$ cat config.mk
export PLATFORM = sky130hd
export DESIGN_NAME = tpx3_cmd_rx_flat
export DESIGN_NICKNAME = d
export VERILOG_FILES = /design/src/rtl/tpx3_cmd_pkg.sv /design/src/rtl/tpx3_cmd_rx_if.sv /design/src/rtl/tpx3_cmd_rx_fifo.sv /design/src/rtl/tpx3_cmd_rx.sv /design/src/flat_wrapper.sv
export SDC_FILE = /design/constraint.sdc
export NUM_CORES = 1
export LEC_CHECK = 0
export ABC_AREA = 1
export CAP_MARGIN = 5
export CORE_ASPECT_RATIO = 0.8
export CORE_MARGIN = 2
export CORE_UTILIZATION = 40
export CTS_CLUSTER_SIZE = 24
export DETAILED_ROUTE_END_ITERATION = 10
export GPL_ROUTABILITY_DRIVEN = 0
export PLACE_DENSITY = 0.65
export SLEW_MARGIN = 5
export SYNTH_ARGS = -nofsm -noshare
export SYNTH_HDL_FRONTEND = slang
export SYNTH_HIERARCHICAL = 1
export SYNTH_SLANG_ARGS = --single-unit
$ cat constraint.sdc
create_clock -name CLK40 -period 2.95 [get_ports CLK40]
set_clock_uncertainty 0.05 [all_clocks]
set_input_delay 0.59 -clock CLK40 [delete_from_list [all_inputs] [get_ports CLK40]]
set_output_delay 0.59 -clock CLK40 [all_outputs]
set_load 0.03 [all_outputs]
$ cat src/rtl/tpx3_cmd_pkg.sv
// Shared definitions for the tpx3 serial command link: receiver state encoding,
// FIFO entry layout and the default sync byte shared with the transmitter.
package tpx3_cmd_pkg;

    typedef enum logic [1:0] {
        StIdle,
        StHunt,
        StPayload
    } rx_state_e;

    localparam int unsigned EntryW   = 10;
    localparam int unsigned ByteLsb  = 0;
    localparam int unsigned EofBit   = 8;
    localparam int unsigned SofBit   = 9;

    localparam logic [7:0] DefaultSyncByte = 8'hAA;

    function automatic logic [7:0] sat_add8(input logic [7:0] a, input logic [1:0] b);
        logic [8:0] sum;
        sum = {1'b0, a} + {7'b0, b};
        return sum[8] ? 8'hFF : sum[7:0];
    endfunction

endpackage

$ cat src/rtl/tpx3_cmd_rx_if.sv
// Byte stream from the command receiver: head entry with frame marks and a
// valid/ready handshake.
interface tpx3_cmd_rx_if;
    logic [7:0] DATA_OUT;
    logic       DATA_SOF;
    logic       DATA_EOF;
    logic       DATA_VALID;
    logic       DATA_READY;

    modport master (
        output DATA_OUT, DATA_SOF, DATA_EOF, DATA_VALID,
        input  DATA_READY
    );

    modport slave (
        input  DATA_OUT, DATA_SOF, DATA_EOF, DATA_VALID,
        output DATA_READY
    );
endinterface

$ cat src/rtl/tpx3_cmd_rx_fifo.sv
// Single-clock first-word-fall-through FIFO; a write while full succeeds when a
// read frees the head slot on the same edge.
module tpx3_cmd_rx_fifo #(
    parameter int unsigned WIDTH = 10,
    parameter int unsigned DEPTH = 8
) (
    input  logic             clk,
    input  logic             rst,
    input  logic             wr,
    input  logic [WIDTH-1:0] wdata,
    input  logic             rd,
    output logic [WIDTH-1:0] rdata,
    output logic             full,
    output logic             empty
);
    localparam int unsigned AW = $clog2(DEPTH);

    logic [WIDTH-1:0] mem [DEPTH];
    logic [AW:0]      wptr;
    logic [AW:0]      rptr;
    logic             do_wr;
    logic             do_rd;

    assign empty = (wptr == rptr);
    assign full  = (wptr[AW] != rptr[AW]) && (wptr[AW-1:0] == rptr[AW-1:0]);
    assign do_wr = wr && (!full || rd);
    assign do_rd = rd && !empty;
    assign rdata = mem[rptr[AW-1:0]];

    always_ff @(posedge clk) begin
        if (rst) begin
            wptr <= '0;
            rptr <= '0;
        end else begin
            if (do_wr) wptr <= wptr + (AW+1)'(1);
            if (do_rd) rptr <= rptr + (AW+1)'(1);
        end
    end

    // Storage is left unreset so it can map onto distributed RAM.
    always_ff @(posedge clk) begin
        if (do_wr) mem[wptr[AW-1:0]] <= wdata;
    end
endmodule

$ cat src/rtl/tpx3_cmd_rx.sv
// Chip-side command link receiver: hunts for the sync byte, frames the payload
// into bytes with SOF/EOF marks and keeps frame and error counters.
module tpx3_cmd_rx
    import tpx3_cmd_pkg::*;
#(
    parameter logic [7:0]  SYNC_BYTE  = DefaultSyncByte,
    parameter int unsigned FIFO_DEPTH = 8,
    parameter int unsigned CNT_WIDTH  = 16
) (
    input  logic                 CLK40,
    input  logic                 RST,
    input  logic                 EnableIn,
    input  logic                 DataIn,
    tpx3_cmd_rx_if.master        dout,
    output logic [CNT_WIDTH-1:0] FRAME_CNT,
    output logic [7:0]           ERR_CNT,
    output logic                 OVERFLOW
);
    rx_state_e         state;
    logic [7:0]        shreg;
    logic [2:0]        bitcnt;
    logic [7:0]        hold;
    logic              hold_valid;
    logic              hold_sof;
    logic              sof_pending;

    logic [7:0]        shifted;
    logic              push;
    logic              push_eof;
    logic              partial;
    logic              hunt_err;
    logic              pop;
    logic              drop;
    logic [1:0]        err_inc;
    logic [EntryW-1:0] head;
    logic              full;
    logic              empty;

    assign shifted = {shreg[6:0], DataIn};

    always_comb begin
        push     = 1'b0;
        push_eof = 1'b0;
        partial  = 1'b0;
        if (state == StPayload) begin
            if (!EnableIn) begin
                push     = hold_valid;
                push_eof = 1'b1;
                partial  = (bitcnt != 3'd0);
            end else if (bitcnt == 3'd7) begin
                push = hold_valid;
            end
        end
        hunt_err = (state == StHunt) && !EnableIn;
        pop      = !empty && dout.DATA_READY;
        drop     = push && full && !pop;
        err_inc  = {1'b0, partial} + {1'b0, drop} + {1'b0, hunt_err};
    end

    always_ff @(posedge CLK40) begin
        if (RST) begin
            state       <= StIdle;
            shreg       <= '0;
            bitcnt      <= '0;
            hold        <= '0;
            hold_valid  <= 1'b0;
            hold_sof    <= 1'b0;
            sof_pending <= 1'b0;
            FRAME_CNT   <= '0;
            ERR_CNT     <= '0;
            OVERFLOW    <= 1'b0;
        end else begin
            ERR_CNT <= sat_add8(ERR_CNT, err_inc);
            if (drop) OVERFLOW <= 1'b1;
            unique case (state)
                StIdle: begin
                    // Clear history so a new frame cannot match on stale bits.
                    if (EnableIn) begin
                        state <= StHunt;
                        shreg <= {7'b0, DataIn};
                    end
                end
                StHunt: begin
                    if (!EnableIn) begin
                        state <= StIdle;
                    end else begin
                        shreg <= shifted;
                        if (shifted == SYNC_BYTE) begin
                            state       <= StPayload;
                            bitcnt      <= '0;
                            sof_pending <= 1'b1;
                        end
                    end
                end
                StPayload: begin
                    if (!EnableIn) begin
                        state       <= StIdle;
                        FRAME_CNT   <= FRAME_CNT + CNT_WIDTH'(1);
                        hold_valid  <= 1'b0;
                        sof_pending <= 1'b0;
                        bitcnt      <= '0;
                    end else begin
                        shreg  <= shifted;
                        bitcnt <= bitcnt + 3'd1;
                        if (bitcnt == 3'd7) begin
                            hold        <= shifted;
                            hold_valid  <= 1'b1;
                            hold_sof    <= sof_pending;
                            sof_pending <= 1'b0;
                        end
                    end
                end
                default: state <= StIdle;
            endcase
        end
    end

    tpx3_cmd_rx_fifo #(
        .WIDTH (EntryW),
        .DEPTH (FIFO_DEPTH)
    ) u_fifo (
        .clk   (CLK40),
        .rst   (RST),
        .wr    (push),
        .wdata ({hold_sof, push_eof, hold}),
        .rd    (pop),
        .rdata (head),
        .full  (full),
        .empty (empty)
    );

    assign dout.DATA_VALID = !empty;
    assign dout.DATA_OUT   = empty ? 8'h00 : head[ByteLsb +: 8];
    assign dout.DATA_SOF   = !empty && head[SofBit];
    assign dout.DATA_EOF   = !empty && head[EofBit];
endmodule
$ cat src/flat_wrapper.sv
// flat-port wrapper written by rule: the top's interface ports become plain ports
module tpx3_cmd_rx_flat import tpx3_cmd_pkg::*;
#(
    parameter logic [7:0]  SYNC_BYTE  = DefaultSyncByte,
    parameter int unsigned FIFO_DEPTH = 8,
    parameter int unsigned CNT_WIDTH  = 16
)
  (CLK40, RST, EnableIn, DataIn, FRAME_CNT, ERR_CNT, OVERFLOW, dout_DATA_OUT, dout_DATA_SOF, dout_DATA_EOF, dout_DATA_VALID, dout_DATA_READY);
  tpx3_cmd_rx_if dout_i ();
  input  logic CLK40;
  input  logic RST;
  input  logic EnableIn;
  input  logic DataIn;
  output logic [CNT_WIDTH-1:0] FRAME_CNT;
  output logic [7:0] ERR_CNT;
  output logic OVERFLOW;
  output wire logic [$bits(dout_i.DATA_OUT)-1:0] dout_DATA_OUT;
  output wire logic [$bits(dout_i.DATA_SOF)-1:0] dout_DATA_SOF;
  output wire logic [$bits(dout_i.DATA_EOF)-1:0] dout_DATA_EOF;
  output wire logic [$bits(dout_i.DATA_VALID)-1:0] dout_DATA_VALID;
  input wire logic [$bits(dout_i.DATA_READY)-1:0] dout_DATA_READY;
  assign dout_DATA_OUT = dout_i.DATA_OUT;
  assign dout_DATA_SOF = dout_i.DATA_SOF;
  assign dout_DATA_EOF = dout_i.DATA_EOF;
  assign dout_DATA_VALID = dout_i.DATA_VALID;
  assign dout_i.DATA_READY = dout_DATA_READY;
  tpx3_cmd_rx #(.SYNC_BYTE(SYNC_BYTE), .FIFO_DEPTH(FIFO_DEPTH), .CNT_WIDTH(CNT_WIDTH)) u_core (.CLK40(CLK40), .RST(RST), .EnableIn(EnableIn), .DataIn(DataIn), .dout(dout_i), .FRAME_CNT(FRAME_CNT), .ERR_CNT(ERR_CNT), .OVERFLOW(OVERFLOW));
endmodule
Word-level counts from Yosys, hierarchy flattened. Memory sizes are Yosys's and may differ from the RTL's. A register that Yosys moved wholly into a read port is not among the register bits. Index checks and enable logic that the tools add are counted.

Add/subtract/negate cells: 7. Equality and inequality tests: 15. Muxes and demuxes: 32. Bitwise logic cells: 1. Reductions and logical operators: 26.

Operators by type and width (count): adder 16 x 1 -> 16 bit (second input constant) (1); 2-to-1 mux 8 bit (2); 2-to-1 mux 1 bit (15); 2-to-1 mux 3 bit (5); 2-to-1 mux 7 bit (2); case mux 7 bit (2 select lines) (1); AND reduction 3 bit (4); adder 8 x 2 -> 9 bit (1); logical AND 1 bit (9); adder 4 x 1 -> 4 bit (second input constant) (2); == test 8 bit (second input constant) (1); 2-to-1 mux 2 bit (4); inequality test 2 bit (second input constant) (4); inequality test 3 bit (second input constant) (2); case mux 2 bit (3 select lines) (1); case mux 3 bit (2 select lines) (1); == test 4 bit (1); logical NOT 1 bit (4); inequality test 2 x 1 -> 1 bit (second input constant) (2); AND reduction 2 bit (2); AND reduction 4 bit (1); nonzero test 2 bit (2); adder 3 x 1 -> 3 bit (second input constant) (1); == test 3 bit (1); other kinds (12) (12).

Register bits: 56. Bits in writable memories: 80. Input port bits: 5. Memories kept: 1.

Memory list: u_core.u_fifo.mem (words 8, width 10, rd ports 1, clocked after memory_dff 1, write ports 1, RTL line tpx3_cmd_rx_fifo.sv:18) `logic [WIDTH-1:0] mem [DEPTH];`.

Depth between registers and ports, before layout.
Word-level depth: 10. Depth in mapped cells: 20. Mapped depth without buffers: 20.

Modules after synthesis. Netlist, hierarchy kept.

Modules (own cells, without submodules): tpx3_cmd_rx_fifo (times used 1, cells each 324, area each 3713.6 um2); tpx3_cmd_rx (times used 1, cells each 351, area each 2449.8 um2).

Least setup slack after synthesis. Ideal clock, no wire load.

Kind: register to register. From: register u_core.state[0]. To: register u_core.ERR_CNT[5]. Library setup time: 0.109 ns. Data arrival time: 3.047 ns. Required time: 2.791 ns. Slack: -0.256 ns. Cell stages (with the launch flop): 16. Period minus slack after synthesis: 3.206 ns. Cells stage by stage: dfxtp_1 > inv_1 > ha_1 > nand2_1 > a21oi_1 > nand3_1 > fa_1 > inv_1 > ha_1 > fa_1 > nand2_1 > nor3_2 > nand3_1 > nand3_1 > nand2_1 > inv_1.

Cells in the longest elaborated chain, start to end: 8. Elaborated cells between the ends (all ways): 11. Those cells by class: add/sub: 3; eq/ne: 2; mux: 3; reduce/logical: 3.

Ends and longest elaborated chain: start: declaration (RTL line tpx3_cmd_rx.sv:19) `rx_state_e state;`; start signal: assignment (RTL line tpx3_cmd_rx.sv:62) `state <= StIdle;`; start signal: assignment (RTL line tpx3_cmd_rx.sv:79) `state <= StHunt;`; start signal: assignment (RTL line tpx3_cmd_rx.sv:85) `state <= StIdle;`; == test 2 bit (RTL line tpx3_cmd_rx.sv:45) `if (state == StPayload) begin`; 2-to-1 mux 1 bit (RTL line tpx3_cmd_rx.sv:45); net u_core.push (RTL line tpx3_cmd_rx.sv:28) `logic push;`; logical AND 1 bit (2 in series) (RTL line tpx3_cmd_rx.sv:56) `drop = push && full && !pop;`; adder 1 x 1 -> 2 bit (RTL line tpx3_cmd_rx.sv:57) `err_inc = {1'b0, partial} + {1'b0, drop} + {1'b0, hunt_err};`; adder 2 x 1 -> 2 bit (RTL line tpx3_cmd_rx.sv:57); adder 8 x 2 -> 9 bit (RTL line tpx3_cmd_pkg.sv:20) `sum = {1'b0, a} + {7'b0, b};`; 2-to-1 mux 8 bit (RTL line tpx3_cmd_pkg.sv:21) `return sum[8] ? 8'hFF : sum[7:0];`; end signal: assignment (RTL line tpx3_cmd_rx.sv:73) `ERR_CNT <= sat_add8(ERR_CNT, err_inc);`; end: declaration (RTL line tpx3_cmd_rx.sv:16) `output logic [7:0] ERR_CNT,`.

The timed path passes the listed nets, and every way through them passes these cells. A chain may end at the register's enable or synchronous reset.

Worst setup path after layout.
From: input EnableIn. To: register u_core.ERR_CNT[5].

Cells in the longest elaborated chain, start to end: 8. Elaborated cells between the ends (all ways): 12. Those cells by class: add/sub: 3; mux: 5; reduce/logical: 4.

Ends and longest elaborated chain: start: declaration (RTL line flat_wrapper.sv:12) `input logic EnableIn;`; 2-to-1 mux 1 bit (RTL line tpx3_cmd_rx.sv:46) `if (!EnableIn) begin`; 2-to-1 mux 1 bit (RTL line tpx3_cmd_rx.sv:45); net u_core.push (RTL line tpx3_cmd_rx.sv:28); logical AND 1 bit (2 in series) (RTL line tpx3_cmd_rx.sv:56); adder 1 x 1 -> 2 bit (RTL line tpx3_cmd_rx.sv:57); adder 2 x 1 -> 2 bit (RTL line tpx3_cmd_rx.sv:57); adder 8 x 2 -> 9 bit (RTL line tpx3_cmd_pkg.sv:20); 2-to-1 mux 8 bit (RTL line tpx3_cmd_pkg.sv:21).

The timed path passes the listed nets, and every way through them passes these cells.

==> summary.txt <==
Status: completed
Pwr/cell area: 536 nW/µm²
CTS tree: built
CTS buffer count: 17
Netlist cell types: 38
Placed Area: 7040 µm²
H-tree depth: 4
Row Count: 40
Synth Area per Inst: 9.13 µm²
1st-iter DRT viols: 313
Drt via density: 4.90
Asr flop ratio synth: 0%
Final worst path period share: 95.3%
Io pins: 41
Final hold vios: 0
Worst slew margin: 55.5%
Max IR drop VDD: 0.407 mV
CP arrival: 3.08 ns
Total GRT Usage: 17.8%
Vias in the first global route: 4,662
Post-Synthesis Cells: 675
EDFF count, synth: 80
Die Area: 16,400 µm²
Routed Antenna Nets: 0
Sequential Area: 3590 µm²
Tightest Pin Transition: 0.667 ns
Area growth syn-to-layout: 23.7%
Flops & latches, synth: 139
YS warnings: 6
Layout cell share with drive strength beyond 1: 14.2%
Synth Cell Area: 6160 µm²
Largest net degree at the start of global routing: 41
Fill count: 1,366
First drt pass iteration count: 4
Port buffer count: 40
Crit Path Max Fanout: 7
Final non-filler cell total: 973
Power Total: 0.00409 W
Initial antenna violation count: 0
Area of the multi-input gates: 2250 µm²
Die Wd: 143 µm
Reg clk slew, reported paths: 0.06 ns
Final setup TNS: 0 ns
DP Wirelength: 9.05 mm
Commonest non-fill, non-tap cell in the layout: nand2_1
Hold-fix buffers at CTS: 0
Grt ovf: 0
Total number of vias: 4,767
Core Footprint: 15,100 µm²
Final net count: 768
Sequential area share after synthesis: 58.1%
Clock sinks: 139
Die H: 115 µm
Post-route DRC: 0
Leading cell types in the layout, fill and taps excluded: nand2_1, nor2_1, edfxtp_1
Final instance area: 7620 µm²
Root Driver: clkbuf_16
Clk buf depth: 2
Final setup viols: 0
WL final: 13.7 mm
Final Util: 50.6%
Final Max Tran Viols: 0
Synth Net Count: 693
Ys flop type: edfxtp_1
CP required: 3.22 ns
Max Cap Viol: 0
Cells after DPL: 940
Global-route wire length before repair: 22.7 mm
HP Class: reg2reg
Final min period: 2.81 ns
Routed length per instance: 14.1 µm
Max Fclk: 356 MHz
Initial Util: 40.9%
Crit start category: input port
CP Class: in2reg
Leak: 3.06 nW
Worst skew pair latency: 0.42 ns
Ant diodes: 0
CP endpoint kind: flop
-- flip-flops by register name, indices dropped and copies added (netlist names), named ones only --
signal and count:
u_core/ERR_CNT 8, u_core/FRAME_CNT 16, u_core/OVERFLOW 1, u_core/bitcnt 3
u_core/hold 8, u_core/hold_sof 1, u_core/hold_valid 1, u_core/shreg 7
u_core/sof_pending 1, u_core/state 2, u_core/u_fifo/mem 80, u_core/u_fifo/rptr 4
u_core/u_fifo/wptr 4
-- what timing repair did --
item,in CTS,in global routing
pin swaps,2,5
gates resized for setup,18,7
setup buffers,0,1
endpoints found under the setup margin,13,8
-- through the flow --
| stage | setup WS (ns) | hold WS [ns] |
|---|---|---|
| after floorplan | 0.00789 | 0.390 |
| after global placement | -0.352 | 0.396 |
| after detailed placement | -0.436 | 0.403 |
| after CTS | 0.00428 | 0.411 |
| after global routing | -0.0150 | 0.444 |
| final | 0.137 | 0.403 |
-- cell usage after synthesis, types with 2 or more instances --
master    instances  area [µm²]
nand2_1         118         443
nor2_1          110         413
edfxtp_1         80        2400
inv_1            65         244
dfxtp_1          59        1180
a21oi_1          49         245
o21ai_0          45         225
nand3_1          38         190
clkbuf_1         13        48.8
a31oi_1          11        68.8
ha_1             11         138
o21ai_1          11        55.1
inv_2             6        22.5
nand4_1           6        37.5
nor3_1            5        25.0
buf_2             4        20.0
nand2_2           4        25.0
nand3_2           4        40.0
xnor2_1           4        35.0
a22oi_1           3        22.5
clkinv_1          3        11.3
xor2_1            3        26.3
a211oi_1          2        15.0
buf_1             2        7.51
buf_6             2        22.5
fa_1              2        40.0
nand2_4           2        22.5
nor2_2            2        12.5
nor2_4            2        22.5
-- final cells by class --
cell class / instances / share of cell area (%)
Sequential cell: 139 / 47.1
Clock buffer: 17 / 5.58
Inverter: 74 / 3.64
Timing Repair Buffer: 78 / 9.16
Tap cell: 210 / 3.45
Multi-Input combinational cell: 440 / 29.5
Clock inverter: 15 / 1.61
-- worst paths after layout --
path | from | endpoint | slack [ns] | cells after the start
worst max-delay path | EnableIn | u_core/ERR_CNT[5] | 0.14 | 15
worst min register to register | u_core/OVERFLOW | u_core/OVERFLOW | 0.40 | 2
worst max register to register | u_core/bitcnt[0] | u_core/ERR_CNT[5] | 0.14 | 15
worst min-delay path | u_core/OVERFLOW | u_core/OVERFLOW | 0.40 | 2
-- layer usage --
metal  wire, µm  part of all wire (%)  GRT usage [%]
met4        160                   1.2           5.74
met1       6390                    47           23.1
met2       6390                    47           28.8
met3        742                   5.4           5.46
met5          0                     0              0
-- power breakdown --
group          internal, W  switching, W
logic            0.0000274     0.0000500
clock network      0.00115      0.000821
registers          0.00203    0.00000476
total              0.00321      0.000876
-- cell families after synthesis --
kind of cell    Yosys count  synth area share [%]
compound gates          122                  10.4
xor+xnor                  8                  1.26
fa+ha+maj                13                  2.88
buf+inv                  96                  6.19
flops                   139                  58.1
simple gates            297                  21.2
-- worst max-delay path: stages --
cell	delay, ns
clkdlybuf4s50_1	0.43
inv_1	0.09
nand2_1	0.11
a21oi_4	0.18
nand3_2	0.12
fa_1	0.51
inv_1	0.04
ha_2	0.19
fa_2	0.37
nand2_2	0.11
nor3_4	0.06
nand3_4	0.09
nand3_1	0.09
nand2_1	0.06
inv_1	0.04
Note: power is estimated with default switching activity, not from simulation.
